### src/rtl/quad_gen.sv
// Quadrature A/B decoder (x4): synchronize, optionally filter, then count Gray steps.
// Latency SYNC_STAGES+1 clocks input edge to count (filter adds FILTER_LEN-1); no backpressure, free-running.
module quad_gen #(
    parameter int WIDTH       = 22,
    parameter int SYNC_STAGES = 2,
    parameter int FILTER_LEN  = 1
) (
    input  logic             clk,
    input  logic             nrst,
    input  logic             quadA,
    input  logic             quadB,
    output logic [WIDTH-1:0] count,
    output logic             dir,
    output logic             step,
    output logic             err
);

    logic [SYNC_STAGES-1:0] sync_a;
    logic [SYNC_STAGES-1:0] sync_b;
    logic                   sa;
    logic                   sb;
    logic                   cur_a;
    logic                   cur_b;
    logic [1:0]             prev;

    always_ff @(posedge clk or negedge nrst) begin
        if (!nrst) begin
            sync_a <= '0;
            sync_b <= '0;
        end else begin
            sync_a <= {sync_a[SYNC_STAGES-2:0], quadA};
            sync_b <= {sync_b[SYNC_STAGES-2:0], quadB};
        end
    end

    assign sa = sync_a[SYNC_STAGES-1];
    assign sb = sync_b[SYNC_STAGES-1];

    generate
        if (FILTER_LEN > 1) begin : g_filt
            logic [FILTER_LEN-2:0] hist_a;
            logic [FILTER_LEN-2:0] hist_b;
            logic                  acc_a;
            logic                  acc_b;
            logic                  stable_a;
            logic                  stable_b;

            // A level is taken only when the current sample and the previous
            // FILTER_LEN-1 samples all agree; otherwise the last accepted level holds.
            assign stable_a = (hist_a == {(FILTER_LEN-1){sa}});
            assign stable_b = (hist_b == {(FILTER_LEN-1){sb}});
            assign cur_a    = stable_a ? sa : acc_a;
            assign cur_b    = stable_b ? sb : acc_b;

            always_ff @(posedge clk or negedge nrst) begin
                if (!nrst) begin
                    hist_a <= '0;
                    hist_b <= '0;
                    acc_a  <= 1'b0;
                    acc_b  <= 1'b0;
                end else begin
                    hist_a[0] <= sa;
                    hist_b[0] <= sb;
                    for (int i = 1; i < FILTER_LEN-1; i++) begin
                        hist_a[i] <= hist_a[i-1];
                        hist_b[i] <= hist_b[i-1];
                    end
                    acc_a <= cur_a;
                    acc_b <= cur_b;
                end
            end
        end else begin : g_nofilt
            assign cur_a = sa;
            assign cur_b = sb;
        end
    endgenerate

    // Transitions keyed as {prev, cur} with each state written {A,B}.
    always_ff @(posedge clk or negedge nrst) begin
        if (!nrst) begin
            prev  <= 2'b00;
            count <= '0;
            dir   <= 1'b0;
            step  <= 1'b0;
            err   <= 1'b0;
        end else begin
            prev <= {cur_a, cur_b};
            step <= 1'b0;
            err  <= 1'b0;
            case ({prev, cur_a, cur_b})
                4'b0010, 4'b1011, 4'b1101, 4'b0100: begin
                    count <= count + 1'b1;
                    dir   <= 1'b1;
                    step  <= 1'b1;
                end
                4'b0001, 4'b0111, 4'b1110, 4'b1000: begin
                    count <= count - 1'b1;
                    dir   <= 1'b0;
                    step  <= 1'b1;
                end
                4'b0011, 4'b1100, 4'b1001, 4'b0110: begin
                    err <= 1'b1;
                end
                default: ;
            endcase
        end
    end

endmodule

### config.mk
export PLATFORM = sky130hd
export DESIGN_NAME = quad_gen
export DESIGN_NICKNAME = d
export VERILOG_FILES = /design/src/rtl/quad_gen.sv
export SDC_FILE = /design/constraint.sdc
export NUM_CORES = 1
export LEC_CHECK = 0
export ABC_AREA = 1
export CORE_MARGIN = 5
export CORE_UTILIZATION = 45
export DETAILED_ROUTE_END_ITERATION = 16
export GPL_ROUTABILITY_DRIVEN = 0
export GPL_TIMING_DRIVEN = 0
export PLACE_DENSITY = 0.71
export SYNTH_ARGS = -nofsm -noshare
export SYNTH_HDL_FRONTEND = slang
export SYNTH_SLANG_ARGS = --single-unit
### constraint.sdc
create_clock -name clk -period 2.4 [get_ports clk]
set_input_delay 0.36 -clock clk [delete_from_list [all_inputs] [get_ports clk]]
set_output_delay 0.36 -clock clk [all_outputs]
set_load 0.03 [all_outputs]
==> flow_summary.json, run 1 <==
{
  "outcome": "finished, final reports clean",
  "row_count": 27,
  "synth-seq-area-share": 0.2968,
  "switching_share": 0.4873,
  "overflow": 0,
  "hold_buffers": 0,
  "holdCritPathClass": "input port to asynchronous set/reset pin",
  "drc_errors": 0,
  "maxCapViolations": 0,
  "ctsRootBufferMaster": "clkbuf_8",
  "max_slew_margin": 0.5401,
  "p_leak_nw": 1.884,
  "syn-mean-instance-area_um2": 6.634,
  "antenna_found_initial": 0,
  "clkPwrFrac": 0.114,
  "fmax_ghz": 0.4274,
  "vdd_drop_max_mv": 0.5928,
  "grt_max_degree": 32,
  "cp_max_fo": 5,
  "syn_area_mm2": 0.002614,
  "setup-tns-final_ns": 0,
  "setup_viol": 0,
  "critPathSlowestCell": "dfrtp_1",
  "p_seq_frac": 0.200,
  "cts_made_buffers": 5,
  "ys_seq_elements": 31,
  "drt_iter0_drc": 313,
  "ant_nets": 0,
  "clk_latency_ns": 0.29,
  "io_buffers": 28,
  "skew_ns": 0.01564,
  "layout.nets": 471,
  "ctsLongestPathBuffers": 2,
  "p_switching_mw": 2.347,
  "layout-drive-gt1-share": 0.2908,
  "grt_pass1_vias": 2502,
  "crit_path_max_incr_delay_ns": 0.41,
  "cp-start-kind": "flop",
  "fp.coreArea_mm2": 0.005574,
  "fin_crit_sh": 0.9749,
  "crit_top_cell": "nand2_1",
  "dieArea_mm2": 0.007432,
  "htreeDepth": 2,
  "p_per_area_mw_per_mm2": 1285,
  "grt_pass1_wl_um": 11160,
  "start_util": 0.4689,
  "criticalPathCategory": "flop to flop",
  "rsz0062_at_grt": "yes",
  "cp.required_ns": 2.57,
  "final_common_cell": "nand2_1",
  "n_antenna_cell": 0,
  "hold_violations": 0,
  "synth_warnings": 0,
  "final.min_clock_period_ns": 2.340,
  "syn_nets": 419,
  "pin_count": 29,
  "tightest_slew_ns": 0.6899,
  "clk_pin_slew_ns": 0.08,
  "cts_tree": "done",
  "drtPass1Iterations": 8,
  "cp.arrival_ns": 2.51,
  "final_cell_mix": "nand2_1 (134), inv_1 (56), dfrtp_1 (31)",
  "slew_violations": 0,
  "synthDistinctLibCells": 26,
  "clkSinkCount": 31,
  "critPathCaptureType": "flop",
  "synthCells": 394,
  "vias_per_cell": 5.193,
  "vias": 2695,
  "internal-power_mw": 2.470,
  "wl_per_cell_um": 14.41,
  "dp.final_hpwl_um": 4691,
  "die_h_um": 86.21,
  "area_delta_synth_final_pct": 43.47,
  "grt.total_usage": 0.1875,
  "combPwrFrac": 0.685,
  "p_total_mw": 4.817,
  "wl_um": 7477,
  "cp_cell_sequence": "xor2_2 > nand2_4 > clkinvlp_4 > buf_12 > ha_4 > nand2_1 > nand2_2 > inv_2 > o21bai_1 > a21oi_2 > nand2_2 > nand2_1 > nand3_1 > nand2_1",
  "dieWidth_um": 86.21
}
## worst max-delay path, delay by kind of cell (launching register included)
family                   cells  cell delay (ns)
flip-flops                   1             0.41
AND/OR/NAND/NOR              7             0.60
buffers and inverters        3             0.38
XOR/XNOR                     1             0.21
adder cells (fa/ha/maj)      1             0.31
AO/OA/AOI/OAI                2             0.33
## per-layer routing
metal | vias to the layer above | GRT usage | wire length, µm
met1 | 1264 | 0.2322 | 3086
li1 | 1320 | - | -
met5 | - | 0 | 0
met4 | 0 | 0.05382 | 172
met3 | 19 | 0.03422 | 462
met2 | 92 | 0.3322 | 3756
## state kept, by name, summed over array words and instances, names as in the netlist
| name | cells |
|---|---|
| err | 1 |
| sync_b | 2 |
| prev | 2 |
| count | 22 |
| sync_a | 2 |
| step | 1 |
| dir | 1 |
## cells in the mapped netlist
cell type / number / area, µm²
nor2_1: 21 / 78.83
xor2_2: 1 / 16.27
nor3_1: 1 / 5.000
nand2_1: 165 / 619.3
or2_2: 2 / 12.51
ha_1: 20 / 250.2
a21oi_1: 14 / 70.07
or2_4: 1 / 8.760
nand2_2: 1 / 6.260
nand3b_1: 7 / 52.55
buf_8: 1 / 15.01
buf_6: 2 / 22.52
nand4_1: 3 / 18.77
fa_1: 1 / 20.02
clkbuf_8: 1 / 13.76
nand2_8: 1 / 20.02
inv_4: 1 / 6.260
o21bai_1: 3 / 22.52
xor2_1: 2 / 17.52
inv_1: 64 / 240.2
and2_1: 2 / 12.51
o21ai_2: 8 / 70.07
o21ai_0: 2 / 10.01
xnor2_1: 9 / 78.83
nand3_1: 30 / 150.1
dfrtp_1: 31 / 775.7
## logic make-up after synthesis
kind of cell / after synthesis / synth area share
flops: 31 / 0.2968
compound gates: 27 / 0.06606
simple gates: 234 / 0.3767
buf+inv: 69 / 0.1139
xor+xnor: 12 / 0.04309
fa+ha+maj: 21 / 0.1034
## per-stage QoR
step	utilization	instances	worst slack [ns]	area [µm²]	hold WS, ns
final	0.6727	519	0.06033	3750	0.1019
after global routing	0.6727	519	-0.05961	3750	0.1675
after CTS	0.5778	509	-0.01193	3221	0.1311
after detailed placement	0.5351	494	-0.4473	2983	0.3363
after global placement	0.5360	494	-0.3777	2988	0.3373
after floorplan	-	394	0.02444	2618	0.06441
## path summary, 6_finish.rpt
path                            from         to  slack [ns]  depth (start not counted)
max                          prev[1]  count[15]        0.06                         14
min                             nrst   count[7]        0.10                          1
max reg2reg                  prev[1]  count[15]        0.06                         14
min reg2reg                sync_a[0]  sync_a[1]        0.35                          0
max in group asynchronous       nrst        dir        1.83                          1
min in group clk           sync_a[0]  sync_a[1]        0.35                          0
## power groups by stage
stage | Combinational, mW | Sequential [mW] | Clock, mW
floorplan | 1.43 | 1.25 | 0
global placement | 2.47 | 0.892 | 0
CTS | 2.61 | 0.904 | 0.562
finish | 3.30 | 0.965 | 0.551
detailed placement | 2.51 | 0.899 | 0
global route | 3.60 | 1.00 | 0.587
## what timing repair did
| action | 4_1_cts | 5_1_grt |
|---|---|---|
| cloned | 1 | 1 |
| buffers inserted | 6 | 9 |
| pin swaps | 2 | 21 |
| resized for setup | 13 | 96 |
| setup endpoints to repair | 19 | 16 |
## layout make-up
cell class                 instances  area, µm²
multi-input combinational        294       2032
fill                             440       1824
sequential                        31      775.7
timing repair buffer              44      425.4
inverter                          65      250.2
tap                               72      90.09
clock buffer                       6      82.58
buffer                             4      51.30
clock inverter                     2      35.03
timing repair inverter             1      7.507
(Power assumes the default switching activity.)
==> run 2, diff against run 1 <==
--- a/config.mk
+++ b/config.mk
@@ -15,3 +15,4 @@
 export SYNTH_ARGS = -nofsm -noshare
 export SYNTH_HDL_FRONTEND = slang
 export SYNTH_SLANG_ARGS = --single-unit
+export TNS_END_PERCENT = 100
==> results of run 2 <==
No change in the layout: final DEF, timing and power equal those of run 1.
==> run 3, diff against run 2 <==
--- a/config.mk
+++ b/config.mk
@@ -11,7 +11,7 @@
 export DETAILED_ROUTE_END_ITERATION = 16
 export GPL_ROUTABILITY_DRIVEN = 0
 export GPL_TIMING_DRIVEN = 0
-export PLACE_DENSITY = 0.71
+export PLACE_DENSITY = 0.68
 export SYNTH_ARGS = -nofsm -noshare
 export SYNTH_HDL_FRONTEND = slang
 export SYNTH_SLANG_ARGS = --single-unit
==> constraint.sdc (replaced) <==
create_clock -name clk -period 2.9 [get_ports clk]
set_input_delay 0.435 -clock clk [delete_from_list [all_inputs] [get_ports clk]]
set_output_delay 0.435 -clock clk [all_outputs]
set_load 0.03 [all_outputs]
==> flow_summary.json, run 3 (synthesis results as in run 1) <==
{
  "dp.final_hpwl_um": 4786,
  "grt_pass1_vias": 2517,
  "area_delta_synth_final_pct": 20.68,
  "vias_per_cell": 4.947,
  "layout-drive-gt1-share": 0.07604,
  "pin_count": 29,
  "placed_cell_area_mm2": 0.002979,
  "skew_ns": 0.004226,
  "layout.nets": 458,
  "critPathSlowestCell": "dfrtp_1",
  "final_util": 0.5659,
  "clk_pin_slew_ns": 0.07,
  "slew_violations": 0,
  "die_h_um": 86.21,
  "layout.area.seq_um2": 775.7,
  "final_cell_mix": "nand2_1 (165), inv_1 (63), dfrtp_1 (31)",
  "n_antenna_cell": 0,
  "startpoint": "sync_a[1]",
  "antenna_found_initial": 0,
  "crit_path_max_incr_delay_ns": 0.42,
  "holdCritPathClass": "input port to asynchronous set/reset pin",
  "cp.arrival_ns": 2.72,
  "grt_max_degree": 32,
  "ctsLongestPathBuffers": 2,
  "fmax_ghz": 0.3938,
  "grt.total_usage": 0.1820,
  "grt_pass1_wl_um": 10980,
  "rsz0062_at_grt": "no",
  "dieArea_mm2": 0.007432,
  "critPathTopFamily": "simple AND/OR/NAND/NOR gates",
  "cts_made_buffers": 5,
  "clkSinkCount": 31,
  "hold_violations": 0,
  "num-fill-cells": 558,
  "fp.coreArea_mm2": 0.005574,
  "wl_um": 6273,
  "drtPass1Iterations": 5,
  "cp_cell_sequence": "xnor2_1 > nand2_4 > clkinvlp_4 > buf_4 > ha_1 > nand2_1 > inv_1 > nand2_1 > nand2_1 > nand2_1 > nand3_1 > or2_2 > nand3_1 > nand2_1",
  "wl_per_cell_um": 12.40,
  "r2r_setup_slack_ns": 0.36,
  "fin_crit_sh": 0.8757,
  "drt_iter0_drc": 126,
  "crit_buf_inv": 3,
  "start_util": 0.4689,
  "critPathCaptureType": "flop",
  "ant_nets": 0,
  "final.min_clock_period_ns": 2.540,
  "clk_latency_ns": 0.29,
  "tightest_slew_ns": 0.6985,
  "maxCapViolations": 0,
  "p_total_mw": 3.354,
  "criticalPathCategory": "flop to flop",
  "vias": 2503,
  "largest_register_ffs": 22,
  "hold_buffers": 0,
  "row_count": 27,
  "overflow": 0,
  "cts_tree": "done",
  "final_common_cell": "nand2_1",
  "cp_max_fo": 6,
  "setup-tns-final_ns": 0,
  "reg2reg_from": "sync_a[1]",
  "outcome": "finished, final reports clean",
  "p_leak_nw": 1.748,
  "fin_area_mm2": 0.003154,
  "max_slew_margin": 0.5344,
  "vdd_drop_max_mv": 0.4401,
  "regMostFlops": "count",
  "multi_input_area_mm2": 0.001545,
  "setup_viol": 0,
  "dieWidth_um": 86.21,
  "cp.required_ns": 3.08,
  "r2r_end": "count[10]",
  "ctsRootBufferMaster": "clkbuf_8",
  "holdWs_ns": 0.1879,
  "io_buffers": 28,
  "drc_errors": 0,
  "cp-start-kind": "flop",
  "htreeDepth": 2,
  "p_per_area_mw_per_mm2": 1063,
  "r2r_cells": 14,
  "crit_top_cell": "nand2_1"
}
-- run 3: worst reg2reg max path: stages, from the launching register on --
cell	delay (ns)
dfrtp_1	0.42
xnor2_1	0.37
nand2_4	0.20
clkinvlp_4	0.12
buf_4	0.13
ha_1	0.28
nand2_1	0.13
inv_1	0.06
nand2_1	0.06
nand2_1	0.05
nand2_1	0.06
nand3_1	0.12
or2_2	0.30
nand3_1	0.07
nand2_1	0.06
-- run 3: area by class of cell --
class | instances | area share
multi-input combinational | 294 | 0.4899
buffer | 4 | 0.01626
clock buffer | 5 | 0.02182
clock inverter | 3 | 0.02142
timing repair buffer | 30 | 0.09203
inverter | 65 | 0.07933
timing repair inverter | 2 | 0.004760
tap | 72 | 0.02856
sequential | 31 | 0.2459
-- run 3: worst max-delay path by stage --
stage	end	slack [ns]	depth (start not counted)
4_1_cts	count[12]	0.03	11
2_1_floorplan	count[10]	0.46	11
6_report	count[10]	0.36	14
3_5_place_dp	count[10]	-0.07	13
3_3_place_gp	count[9]	-0.009	13
5_1_grt	count[12]	0.13	11
-- run 3: timing repair --
action / 4_1_cts / 5_1_grt
resized for setup: 1 / 3
cloned: 0 / 2
buffers inserted: 0 / 2
setup endpoints to repair: 6 / 13
-- run 3: layer usage --
layer / global-route usage / up-vias / share of wire
met5: 0 / - / 0
met4: 0.05099 / 0 / 0.018
met3: 0.03327 / 14 / 0.041
met2: 0.3160 / 49 / 0.47
met1: 0.2312 / 1143 / 0.47
li1: - / 1297 / -
-- run 3: where the power goes --
part	internal (mW)	switching, mW
Clock	0.343	0.179
Combinational	0.821	1.28
Sequential	0.596	0.138
-- run 3: through the flow --
step | setup WS, ns | std cells
floorplan | 0.4581 | 394
global placement | -0.009004 | 494
detailed placement | -0.06839 | 494
CTS | 0.02593 | 502
global route | 0.1256 | 506
finish | 0.3605 | 506
==> RTL edit 1, RTL diff (settings of run 1) <==
`WIDTH`: 22 -> 11.
--- a/src/rtl/quad_gen.sv
+++ b/src/rtl/quad_gen.sv
@@ -2,5 +2,5 @@
 // Latency SYNC_STAGES+1 clocks input edge to count (filter adds FILTER_LEN-1); no backpressure, free-running.
 module quad_gen #(
-    parameter int WIDTH       = 22,
+    parameter int WIDTH       = 11,
     parameter int SYNC_STAGES = 2,
     parameter int FILTER_LEN  = 1
Interface: changed (resized count); port bits go from 29 to 18. No check against the original RTL was run, so the function may have changed too.
==> RTL edit 1 against run 1 <==
Sequential cell count shrank 11; sequential share of layout area grew 11 points; design area shrank 58%; count of clock-buffer cells in the layout shrank 3; setup slack gained 0.10 ns; wire length shrank 62%; area after synthesis shrank 51%; critical endpoint is now count[10]; power shrank 61%.
==> RTL edit 1: results (changes against run 1) <==
[outcome]
status=complete, no violations

[clocking]
clockBufferDepth=2  ; unchanged
cts-buffers-inserted=3  ; -2
clk_latency_ns=0.31  ; +0.02 ns
root_buffer=clkbuf_4
htreeDepth=1  ; -1
clk_pin_slew_ns=0.12  ; +0.04 ns

[yosys]
seq_area_frac_synth=0.389  ; +0.0923
synth_commonest_cells=nand2_1, dfrtp_1, inv_1, nand3_1, nor2_1
synth_enable_flop_cells=0  ; unchanged
async_flop_share=1.00  ; unchanged
ys.warnings.count=0  ; unchanged
synth_area_leaders=dfrtp_1, nand2_1, ha_1, inv_1, nand3_1
synthDistinctLibCells=23  ; -12%
syn_nets=185  ; -56%

[placed_design]
pre_cts_slack_ns=0.0903  ; +0.538 ns
placed_cell_area_um2=1500  ; -50%
port_buffers=17  ; -39%
post-dp-hpwl_um=2100  ; -55%

[min_path]
hold_path.class=reg2reg

[finish]
drive_gt1_frac=0.0876  ; -0.203
antenna_cells=0  ; unchanged
layout.nets=209  ; -56%
largest_reg_flops=11  ; -50%

[power]
ir_worst_vdd_v=0.000973  ; +64%
p_leak_nw=0.835  ; -56%

[drt]
first_pass_iters=4  ; -4
finalWirelength_um=2840  ; -62%
vias=1172  ; -57%
drt-initial-drc-count=45  ; -86%

[sta]
worst_pin_slew_ns=0.894  ; +0.204 ns
period_needed_ns=2.24  ; -0.100 ns
finalClockSkew_ns=0.00595  ; -0.00970 ns

[global_routing]
gr-usage-all-layers=0.146  ; -0.0419
grt_max_degree=21  ; -34%
grt_pass1_wl_um=4840  ; -57%

[setup_path]
cp-startpoint=sync_b[1]
r2r_slack_ns=0.16  ; +0.10 ns
reg2reg_depth=14  ; unchanged
worst-path-max-fanout=5  ; unchanged
crit_path_end=count[10]

## RTL edit 1: changes by cell type after synthesis, moves of 3 or more
cell	delta
nand2_1	-95
inv_1	-45
nand3_1	-16
dfrtp_1	-11
ha_1	-11
nor2_1	-10
a21oi_1	-9
o21ai_2	-7
xnor2_1	-6
nand3b_1	-5
o21bai_1	-3
## RTL edit 1: layer usage
metal  vias to the layer above  GRT usage  wire length, µm
met5                         -          0                0
met4                         0     0.0545               55
met3                         7     0.0266               99
met2                        28      0.247             1390
met1                       551      0.182             1300
li1                        586          -                -
## RTL edit 1: area by class of cell
| class | count | area, µm² |
|---|---|---|
| repair buffers | 18 | 178 |
| well taps | 31 | 38.8 |
| clock inverters | 1 | 30.0 |
| inverters | 20 | 83.8 |
| clock buffers | 3 | 22.5 |
| plain buffers | 1 | 20.0 |
| flip-flops and latches | 20 | 500 |
| multi-input cells | 130 | 696 |
| repair inverters | 1 | 7.51 |
| fillers | 256 | 1180 |
## RTL edit 1: timing repair
action / 4_1_cts / 5_1_grt
resized for setup: 0 / 5
setup endpoints to repair: 0 / 6
buffers inserted: 0 / 1
## RTL edit 1: logic make-up after synthesis
logic type      share of synthesized area
fa+ha+maj                           0.103
flops                               0.389
compound gates                     0.0340
buf+inv                            0.0778
xor+xnor                           0.0409
simple gates                        0.355
## RTL edit 1: where the power goes
part | total, mW | switching [mW] | internal [mW]
combinational | 1.04 | 0.617 | 0.424
clock | 0.287 | 0.118 | 0.169
sequential | 0.535 | 0.0975 | 0.437
## RTL edit 1: worst max-delay path, stage by stage, from the launching register on
cell	delay, ns
dfrtp_1	0.42
inv_1	0.08
nand2_1	0.09
nand2_1	0.11
nand2_4	0.14
clkinvlp_4	0.18
buf_4	0.18
ha_1	0.32
nand2_1	0.08
nor2_1	0.18
nand3_1	0.11
nand3_1	0.09
nand2_1	0.05
nand3_1	0.07
nand2_1	0.05
## RTL edit 1: how the worst min path moves through the flow
stage	start	endpoint	slack [ns]	cells past startpoint
after global routing	sync_a[0]	sync_a[1]	0.39	0
final	sync_a[0]	sync_a[1]	0.37	0
after global placement	sync_a[0]	sync_a[1]	0.33	0
after floorplan	nrst	count[0]	0.06	0
after detailed placement	sync_a[0]	sync_a[1]	0.34	0
after CTS	sync_a[0]	sync_a[1]	0.37	0
## RTL edit 1: stage by stage
| step | instances | util | total power [mW] | hold WS (ns) |
|---|---|---|---|---|
| 2_1_floorplan | 171 | - | 1.24 | 0.0644 |
| 3_3_place_gp | 219 | 0.542 | 1.54 | 0.333 |
| 3_5_place_dp | 219 | 0.542 | 1.56 | 0.345 |
| 4_1_cts | 223 | 0.561 | 1.86 | 0.374 |
| 5_1_grt | 225 | 0.572 | 1.99 | 0.394 |
| 6_report | 225 | 0.572 | 1.86 | 0.375 |
==> RTL edit 2, RTL diff (config.mk and constraints of run 1) <==
Made on the original files. Register the output `count` once more, without a reset; this adds one clock of latency there. The other outputs are not delayed to match. Comments in the files are not updated.
--- a/src/rtl/quad_gen.sv
+++ b/src/rtl/quad_gen.sv
@@ -15,4 +15,6 @@
     output logic             err
 );
+
+    logic [WIDTH-1:0] count_s0;
 
     logic [SYNC_STAGES-1:0] sync_a;
@@ -80,5 +82,5 @@
         if (!nrst) begin
             prev  <= 2'b00;
-            count <= '0;
+            count_s0 <= '0;
             dir   <= 1'b0;
             step  <= 1'b0;
@@ -90,10 +92,10 @@
             case ({prev, cur_a, cur_b})
                 4'b0010, 4'b1011, 4'b1101, 4'b0100: begin
-                    count <= count + 1'b1;
+                    count_s0 <= count_s0 + 1'b1;
                     dir   <= 1'b1;
                     step  <= 1'b1;
                 end
                 4'b0001, 4'b0111, 4'b1110, 4'b1000: begin
-                    count <= count - 1'b1;
+                    count_s0 <= count_s0 - 1'b1;
                     dir   <= 1'b0;
                     step  <= 1'b1;
@@ -107,4 +109,8 @@
     end
 
+    always_ff @(posedge clk) begin
+        count <= count_s0;
+    end
+
 endmodule
 
Check against the original RTL: not equivalent (Yosys sat finds a counterexample within 4 cycles, from zero or initial values and one cycle with nrst low).
==> RTL edit 2 against run 1 <==
Sequential cell count rose by 22; die area increased by 14%; power grew 6.8%; area after synthesis rose by 16%; worst hold slack lost 0.024 ns; design area increased by 7.2%; wire length rose by 4.0%; fmax down 0.93%; setup slack worse by 0.022 ns; critical path type unchanged; largest cell class unchanged; largest power group unchanged.
==> RTL edit 2: results (changes against run 1) <==
[global_routing]
grt_pass1_wl_um=12000  ; +7.6%
grt_pass1_vias=2667  ; +6.6%
gr-usage-all-layers=0.176  ; -0.0118

[setup_path]
cp_slowest_cell=dfrtp_2
worstPathArrival_ns=2.58  ; +0.07 ns
worst-path-max-fanout=5  ; unchanged
r2r-end=count_s0[9]
r2r_slack_ns=0.04  ; -0.02 ns
timing.rr.start=prev[0]
critPathMaxStageDelay_ns=0.46  ; +0.05 ns

[power]
p_leak_nw=1.95  ; +3.6%
ir_worst_vdd_v=0.000583  ; -1.6%

[clocking]
clockBufferDepth=2  ; unchanged
clk_pin_slew_ns=0.10  ; +0.02 ns
clk_latency_ns=0.32  ; +0.03 ns

[drt]
route.met3.wl_um=428  ; -7.4%
drt-initial-drc-count=214  ; -32%
wl_met1_um=3280  ; +6.4%
finalWirelength_um=7780  ; +4.0%
wl_met2_um=3860  ; +2.9%
vias=2774  ; +2.9%

[yosys]
syn_nets=440  ; +5.0%
syn_inst=415  ; +5.3%
synthDistinctLibCells=27  ; +3.8%
async_flop_share=0.585  ; -0.415
synth_area_leaders=dfrtp_1, nand2_1, dfxtp_1, ha_1, inv_1
seq_area_frac_synth=0.403  ; +0.106

[finish]
top_regs=count: 22 flops, count_s0: 22 flops
layout.nets=494  ; +4.9%
ff_latch_area_um2=1220  ; +57%
drive_gt1_frac=0.226  ; -0.0653
finalNonFillerCells=547  ; +5.4%
nFillCells=540  ; +23%

[placed_design]
port_buffers=28  ; unchanged
dp.cells=520  ; +5.3%
placed_cell_area_um2=3390  ; +14%
post-dp-hpwl_um=4950  ; +5.4%
pre_cts_slack_ns=-0.502  ; -0.0547 ns

[outcome]
status=complete, no violations

[sta]
worst_pin_slew_ns=0.729  ; +0.0395 ns

[RTL edit 2: through the flow]
| stage | total power, mW | utilization | hold slack (ns) |
|---|---|---|---|
| detailed placement | 4.02 | 0.528 | 0.343 |
| finish | 5.15 | 0.626 | 0.0782 |
| global placement | 3.97 | 0.529 | 0.333 |
| CTS | 4.74 | 0.577 | 0.112 |
| global route | 5.55 | 0.626 | 0.154 |
| floorplan | 3.28 | - | 0.0644 |
[RTL edit 2: worst max-delay path by stage]
stage          depth (start not counted)  slack (ns)       from           end
4_1_cts                               13        0.02  sync_b[1]  count_s0[18]
3_5_place_dp                          12       -0.50  sync_a[1]  count_s0[15]
5_1_grt                               14       -0.09    prev[1]  count_s0[15]
6_report                              14        0.04    prev[0]   count_s0[9]
2_1_floorplan                         13       0.006  sync_a[1]   count_s0[9]
3_3_place_gp                          12       -0.46  sync_a[1]  count_s0[15]
[RTL edit 2: timing repair]
item,CTS,global route
pin swaps,3,8
resized for setup,19,56
setup endpoints to repair,19,14
gates cloned,2,0
setup buffers,10,7
[RTL edit 2: cell families (layout without fill, tap and decap cells)]
kind of cell | after synthesis | count (layout) | synth area share
and+or+nand+nor | 237 | 237 | 0.326
DFF | 53 | 53 | 0.403
buffers and inverters | 66 | 121 | 0.0916
AOI/OAI and AO/OA | 25 | 25 | 0.0530
xor gates and xnor gates | 13 | 13 | 0.0377
adders and majority gates | 21 | 21 | 0.0895
[RTL edit 2: metal layers]
metal,GRT usage,vias to the layer above
met3,0.0278,22
li1,-,1388
met1,0.227,1282
met5,0,-
met4,0.0755,0
met2,0.291,82
[RTL edit 2: power breakdown]
| group | total, mW | internal [mW] | switching [mW] |
|---|---|---|---|
| clock network | 0.521 | 0.211 | 0.310 |
| registers | 1.55 | 1.27 | 0.281 |
| logic | 3.08 | 1.30 | 1.77 |
[RTL edit 2: area by class of cell]
class	count	share of cell area
Multi-Input combinational cell	296	0.473
Sequential cell	53	0.303
Timing Repair Buffer	45	0.103
Inverter	62	0.0595
Tap cell	77	0.0240
Clock buffer	5	0.0171
Buffer	4	0.0103
Clock inverter	3	0.00623
Timing Repair inverter	2	0.00374
